===== src/rtl/inst_encoder.sv =====
// inst_encoder: packs RV32I instruction fields into a 32-bit word.
// Results go through a 2-entry in-order output FIFO with valid/ready on both sides.
// Optional feature: define INST_ENCODER_RANGE_CHECK_EN to reject immediates
// that do not fit the format's range or alignment. Without it, immediates are
// truncated to the format's bit fields.
module inst_encoder #(
  parameter int DATA_WIDTH = 32
) (
  input  logic                  clk,
  input  logic                  reset,
  input  logic                  in_valid,
  output logic                  in_ready,
  input  logic [6:0]            opcode,
  input  logic [4:0]            rd,
  input  logic [4:0]            rs1,
  input  logic [4:0]            rs2,
  input  logic [2:0]            funct3,
  input  logic [6:0]            funct7,
  input  logic [DATA_WIDTH-1:0] imm,
  output logic                  out_valid,
  input  logic                  out_ready,
  output logic [31:0]           instruction,
  output logic                  out_err,
  output logic [15:0]           enc_count,
  output logic [15:0]           err_count
);

  localparam logic [31:0] NOP_WORD = 32'h0000_0013;

  logic [31:0] w_word;
  logic        w_err;
  logic        w_push;
  logic        w_pop;
  logic        w_unusedImm;

  logic [32:0] r_mem [2];
  logic        r_wrPtr;
  logic        r_rdPtr;
  logic [1:0]  r_count;
  logic [15:0] r_encCount;
  logic [15:0] r_errCount;

  // The upper immediate bits only matter for the optional range check.
  assign w_unusedImm = ^imm[DATA_WIDTH-1:21];

  // Combinational encoder: pick the format from the opcode and build the word.
  always_comb begin
    w_word = NOP_WORD;
    w_err  = 1'b0;
    unique case (opcode)
      7'b0000011, 7'b1100111: begin
        w_word = {imm[11:0], rs1, funct3, rd, opcode};
`ifdef INST_ENCODER_RANGE_CHECK_EN
        if ($signed(imm) < -2048 || $signed(imm) > 2047) w_err = 1'b1;
`endif
      end
      7'b0010011: begin
        if (funct3 == 3'b001 || funct3 == 3'b101) begin
          w_word = {funct7, imm[4:0], rs1, funct3, rd, opcode};
`ifdef INST_ENCODER_RANGE_CHECK_EN
          if ($signed(imm) < 0 || $signed(imm) > 31) w_err = 1'b1;
`endif
        end else begin
          w_word = {imm[11:0], rs1, funct3, rd, opcode};
`ifdef INST_ENCODER_RANGE_CHECK_EN
          if ($signed(imm) < -2048 || $signed(imm) > 2047) w_err = 1'b1;
`endif
        end
      end
      7'b0100011: begin
        w_word = {imm[11:5], rs2, rs1, funct3, imm[4:0], opcode};
`ifdef INST_ENCODER_RANGE_CHECK_EN
        if ($signed(imm) < -2048 || $signed(imm) > 2047) w_err = 1'b1;
`endif
      end
      7'b1100011: begin
        w_word = {imm[12], imm[10:5], rs2, rs1, funct3, imm[4:1], imm[11], opcode};
`ifdef INST_ENCODER_RANGE_CHECK_EN
        if ($signed(imm) < -4096 || $signed(imm) > 4094 || imm[0]) w_err = 1'b1;
`endif
      end
      7'b1101111: begin
        w_word = {imm[20], imm[10:1], imm[11], imm[19:12], rd, opcode};
`ifdef INST_ENCODER_RANGE_CHECK_EN
        if ($signed(imm) < -1048576 || $signed(imm) > 1048574 || imm[0]) w_err = 1'b1;
`endif
      end
      7'b0110011: begin
        w_word = {funct7, rs2, rs1, funct3, rd, opcode};
      end
      default: begin
        w_err = 1'b1;
      end
    endcase
    if (w_err) w_word = NOP_WORD;
  end

  assign in_ready    = ~reset & (r_count != 2'd2);
  assign out_valid   = (r_count != 2'd0);
  assign w_push      = in_valid & in_ready;
  assign w_pop       = out_valid & out_ready;
  assign instruction = out_valid ? r_mem[r_rdPtr][31:0] : 32'h0;
  assign out_err     = out_valid ? r_mem[r_rdPtr][32] : 1'b0;
  assign enc_count   = r_encCount;
  assign err_count   = r_errCount;

  // FIFO storage, pointers, occupancy and saturating statistics.
  always_ff @(posedge clk or posedge reset) begin
    if (reset) begin
      for (int i = 0; i < 2; i++) r_mem[i] <= '0;
      r_wrPtr    <= 1'b0;
      r_rdPtr    <= 1'b0;
      r_count    <= 2'd0;
      r_encCount <= 16'h0;
      r_errCount <= 16'h0;
    end else begin
      if (w_push) begin
        r_mem[r_wrPtr] <= {w_err, w_word};
        r_wrPtr        <= ~r_wrPtr;
        if (r_encCount != 16'hFFFF) r_encCount <= r_encCount + 16'h1;
        if (w_err && r_errCount != 16'hFFFF) r_errCount <= r_errCount + 16'h1;
      end
      if (w_pop) r_rdPtr <= ~r_rdPtr;
      case ({w_push, w_pop})
        2'b10:   r_count <= r_count + 2'd1;
        2'b01:   r_count <= r_count - 2'd1;
        default: r_count <= r_count;
      endcase
    end
  end

endmodule

===== config.mk =====
export PLATFORM = sky130hd
export DESIGN_NAME = inst_encoder
export DESIGN_NICKNAME = d
export VERILOG_FILES = /design/src/rtl/inst_encoder.sv
export SDC_FILE = /design/constraint.sdc
export NUM_CORES = 1
export LEC_CHECK = 0
export BUFFER_PORTS_ARGS = -buffer_cell sky130_fd_sc_hd__buf_2
export CAP_MARGIN = 20
export CORE_UTILIZATION = 50
export CTS_CLUSTER_SIZE = 10
export DETAILED_ROUTE_END_ITERATION = 10
export PLACE_DENSITY = 0.84
export SYNTH_ARGS = -nofsm -noshare
export SYNTH_HDL_FRONTEND = slang
export SYNTH_SLANG_ARGS = --single-unit
export TNS_END_PERCENT = 100

===== constraint.sdc =====
create_clock -name clk -period 3.49 [get_ports clk]
set_input_delay 0.349 -clock clk [delete_from_list [all_inputs] [get_ports clk]]
set_output_delay 0.349 -clock clk [all_outputs]
set_load 0.05 [all_outputs]

==> impl_metrics.csv <==
group,metric,value,unit
status,status,"complete, no violations",
setup_path,rrSetupSlack,1.34,ns
grt,grt_max_degree,64,
synthesis,synth-compound-area-share,11.7,%
power,internal-power,2.16,mW
drt,viasPerCell,5.42,
power,p_sw,1.55,mW
hold_path,worstHoldPathType,"input port to asynchronous set/reset pin",
final_layout,finalNetCount,687,
placement,placedInstanceArea,0.00568,mm2
power,combPwrFrac,35.2,%
cts,cts_tree,"done",
power,clkPwrFrac,21.4,%
synthesis,synthArstFlopShare,100,%
sta,worstMarginPinSlew,1.06,ns
synthesis,ys_seq_area_share,51.2,%
grt,grt_pass1_vias,3799,
final_layout,fin_cells,754,
cts,cts_root_buf,"clkbuf_8",
synthesis,syn-instance-count,505,
power,p_sw_share,41.7,%
drt,dr.pass1.iters,6,
floorplan,initial_core_util,51.2,%
setup_path,worstSetupStartpointType,"flip-flop",
sta,rsz0062_at_grt,"false",
synthesis,synth_top_family_by_area,"simple AND/OR/NAND/NOR gates",
sta,slew_violations,0,
power,powerDensity,629,mW/mm2
cts,cts_hold_buf,0,
sta,hold_violations,0,
synthesis,synth_top_flop_cell,"dfrtp_1",
synthesis,synthXorXnorAreaFrac,5.45,%
synthesis,synth.avg_cell_area,9.87,um2
placement,io_buffer_count,123,
final_layout,diodes,0,
final_layout,syn_to_final_growth,18.3,%
floorplan,die_y,102,um
setup_path,crit_arrival,2.11,ns
cts,clk_latency,0.37,ns
power,seqPwrFrac,43.4,%
cts,cts_htree_levels,3,
setup_path,end_kind,"primary output",
grt,overflow,0,
placement,dp.cells,738,
synthesis,ys_types,51,
setup_path,cp.required,3.14,ns
synthesis,syn_area,0.00499,mm2
final_layout,final_common_cell,"buf_2",
sta,final.period_utilization,70.5,%
sta,setup_violations,0,
synthesis,ys_warn_count,0,
synthesis,synthSimpleGateAreaFrac,19.1,%
cts,cts.path.max_buffers,2,
synthesis,yosys_register_bits,102,
placement,dp_hpwl,8220,um
final_layout,mostFrequentLayoutCells,"buf_2 (123), dfrtp_1 (101), nand2_1 (79)",
setup_path,worst_r2r_path_depth,4,
cts,cts_sinks,102,
sta,max_freq,407,MHz
sta,post-route-min-period,2.46,ns
power,power.leakage,2.96,nW
drt,drc_errors,0,
drt,wl,11400,um
placement,place_congestion,0.813,
drt,antenna_left,0,
drt,vias,4083,
synthesis,synthAdderAreaFrac,0.753,%
cts,cts_buffers,9,
cts,cts_setup_buffers,0,
floorplan,ios,135,
sta,clock_skew,0.00759,ns
grt,grt_use_total,23.1,%
final_layout,post-route-util,60.6,%
grt,grt_pass1_wl,18500,um
synthesis,syn_nets,576,
cts,cts.clk_slew.worst_paths,0.09,ns
setup_path,r2r-start,"r_count[0]",
drt,drt_iter0_markers,233,
sta,setup_tns,0,ns
setup_path,criticalPathCategory,"flip-flop to primary output",
setup_path,crit_fanout,34,
synthesis,synth_edf_count,0,
floorplan,core,0.00973,mm2
cts,cts_resized,0,
flow_run,maxCapViolCount,0,
drt,routedWlPerCell,15.2,um
setup_path,r2r-end,"r_mem[4]",
floorplan,dieWidth,102,um
final_layout,drive_above_1_share,27.1,%
power,total_power,3.71,mW
synthesis,synthMuxAreaShare,8.81,%
grt,antenna_found_initial,0,
sta,relSlewSlack,29.5,%
power,peakVddDrop,0.521,mV
floorplan,rows,36,
final_layout,fin_area,0.00590,mm2
floorplan,die_area,0.0104,mm2
-- how the worst max path moves through the flow --
stage	from	endpoint	slack (ns)	cells after the start
6_report	r_rdPtr	instruction[2]	1.03	3
5_1_grt	r_rdPtr	instruction[24]	0.93	3
4_1_cts	r_rdPtr	instruction[9]	1.01	3
3_5_place_dp	r_count[0]	r_mem[4]	1.34	4
3_3_place_gp	r_count[0]	r_mem[31]	1.35	4
2_1_floorplan	reset	enc_count[0]	0.47	1
-- Yosys cell counts, drive strengths merged (8+ instances only) --
| library cell | n | area, um2 |
|---|---|---|
| a22oi | 22 | 165 |
| and3 | 8 | 50.1 |
| clkbuf | 20 | 76.3 |
| dfrtp | 102 | 2550 |
| mux2i | 36 | 360 |
| nand2 | 82 | 313 |
| nand3 | 15 | 75.1 |
| nand4 | 8 | 56.3 |
| nor2 | 46 | 175 |
| o21ai | 63 | 323 |
| xnor2 | 18 | 158 |
| xor2 | 13 | 114 |
-- per-layer routing --
metal,global-route usage [%],routed length (um),vias up
li1,-,-,1977
met1,31.0,4980,1983
met2,37.6,5650,105
met3,4.99,620,18
met4,7.58,189,0
met5,0,0,-
-- cell families after synthesis --
logic type	Yosys count
xor+xnor	31
mux	43
buf+inv	33
compound gates	98
flops	102
simple gates	195
fa+ha+maj	3
-- worst max-delay path, stage by stage, from the launching register on --
cell and delay (ns):
dfrtp_2 1.08, mux2i_1 0.26, nor2_1 0.13, buf_2 0.27
-- final cells by class --
type	count	area (um2)
clock buffers	13	179
clock inverters	3	40.0
fillers	866	3830
inverters	7	28.8
multi-input cells	370	2290
flip-flops and latches	102	2550
well taps	133	166
repair buffers	126	638
-- stage by stage --
step | hold WS, ns | setup slack (ns)
final | 0.0778 | 1.03
after global routing | 0.116 | 0.926
after CTS | 0.0913 | 1.01
after detailed placement | 0.464 | 1.34
after global placement | 0.448 | 1.35
after floorplan | 0.434 | 0.466
-- power groups by stage --
stage	logic (mW)	registers (mW)	clock network [mW]
5_1_grt	1.41	1.64	0.865
2_1_floorplan	0.889	1.70	0
3_5_place_dp	1.31	1.64	0
4_1_cts	1.31	1.61	0.814
6_report	1.31	1.61	0.793
3_3_place_gp	1.29	1.62	0
-- sequential cells by signal (all words and copies together), names as in the netlist --
register and count:
r_wrPtr 1, r_count 2, r_mem 66, enc_count 16, err_count 16, r_rdPtr 1
No activity file was read; power rests on OpenSTA's default activity.
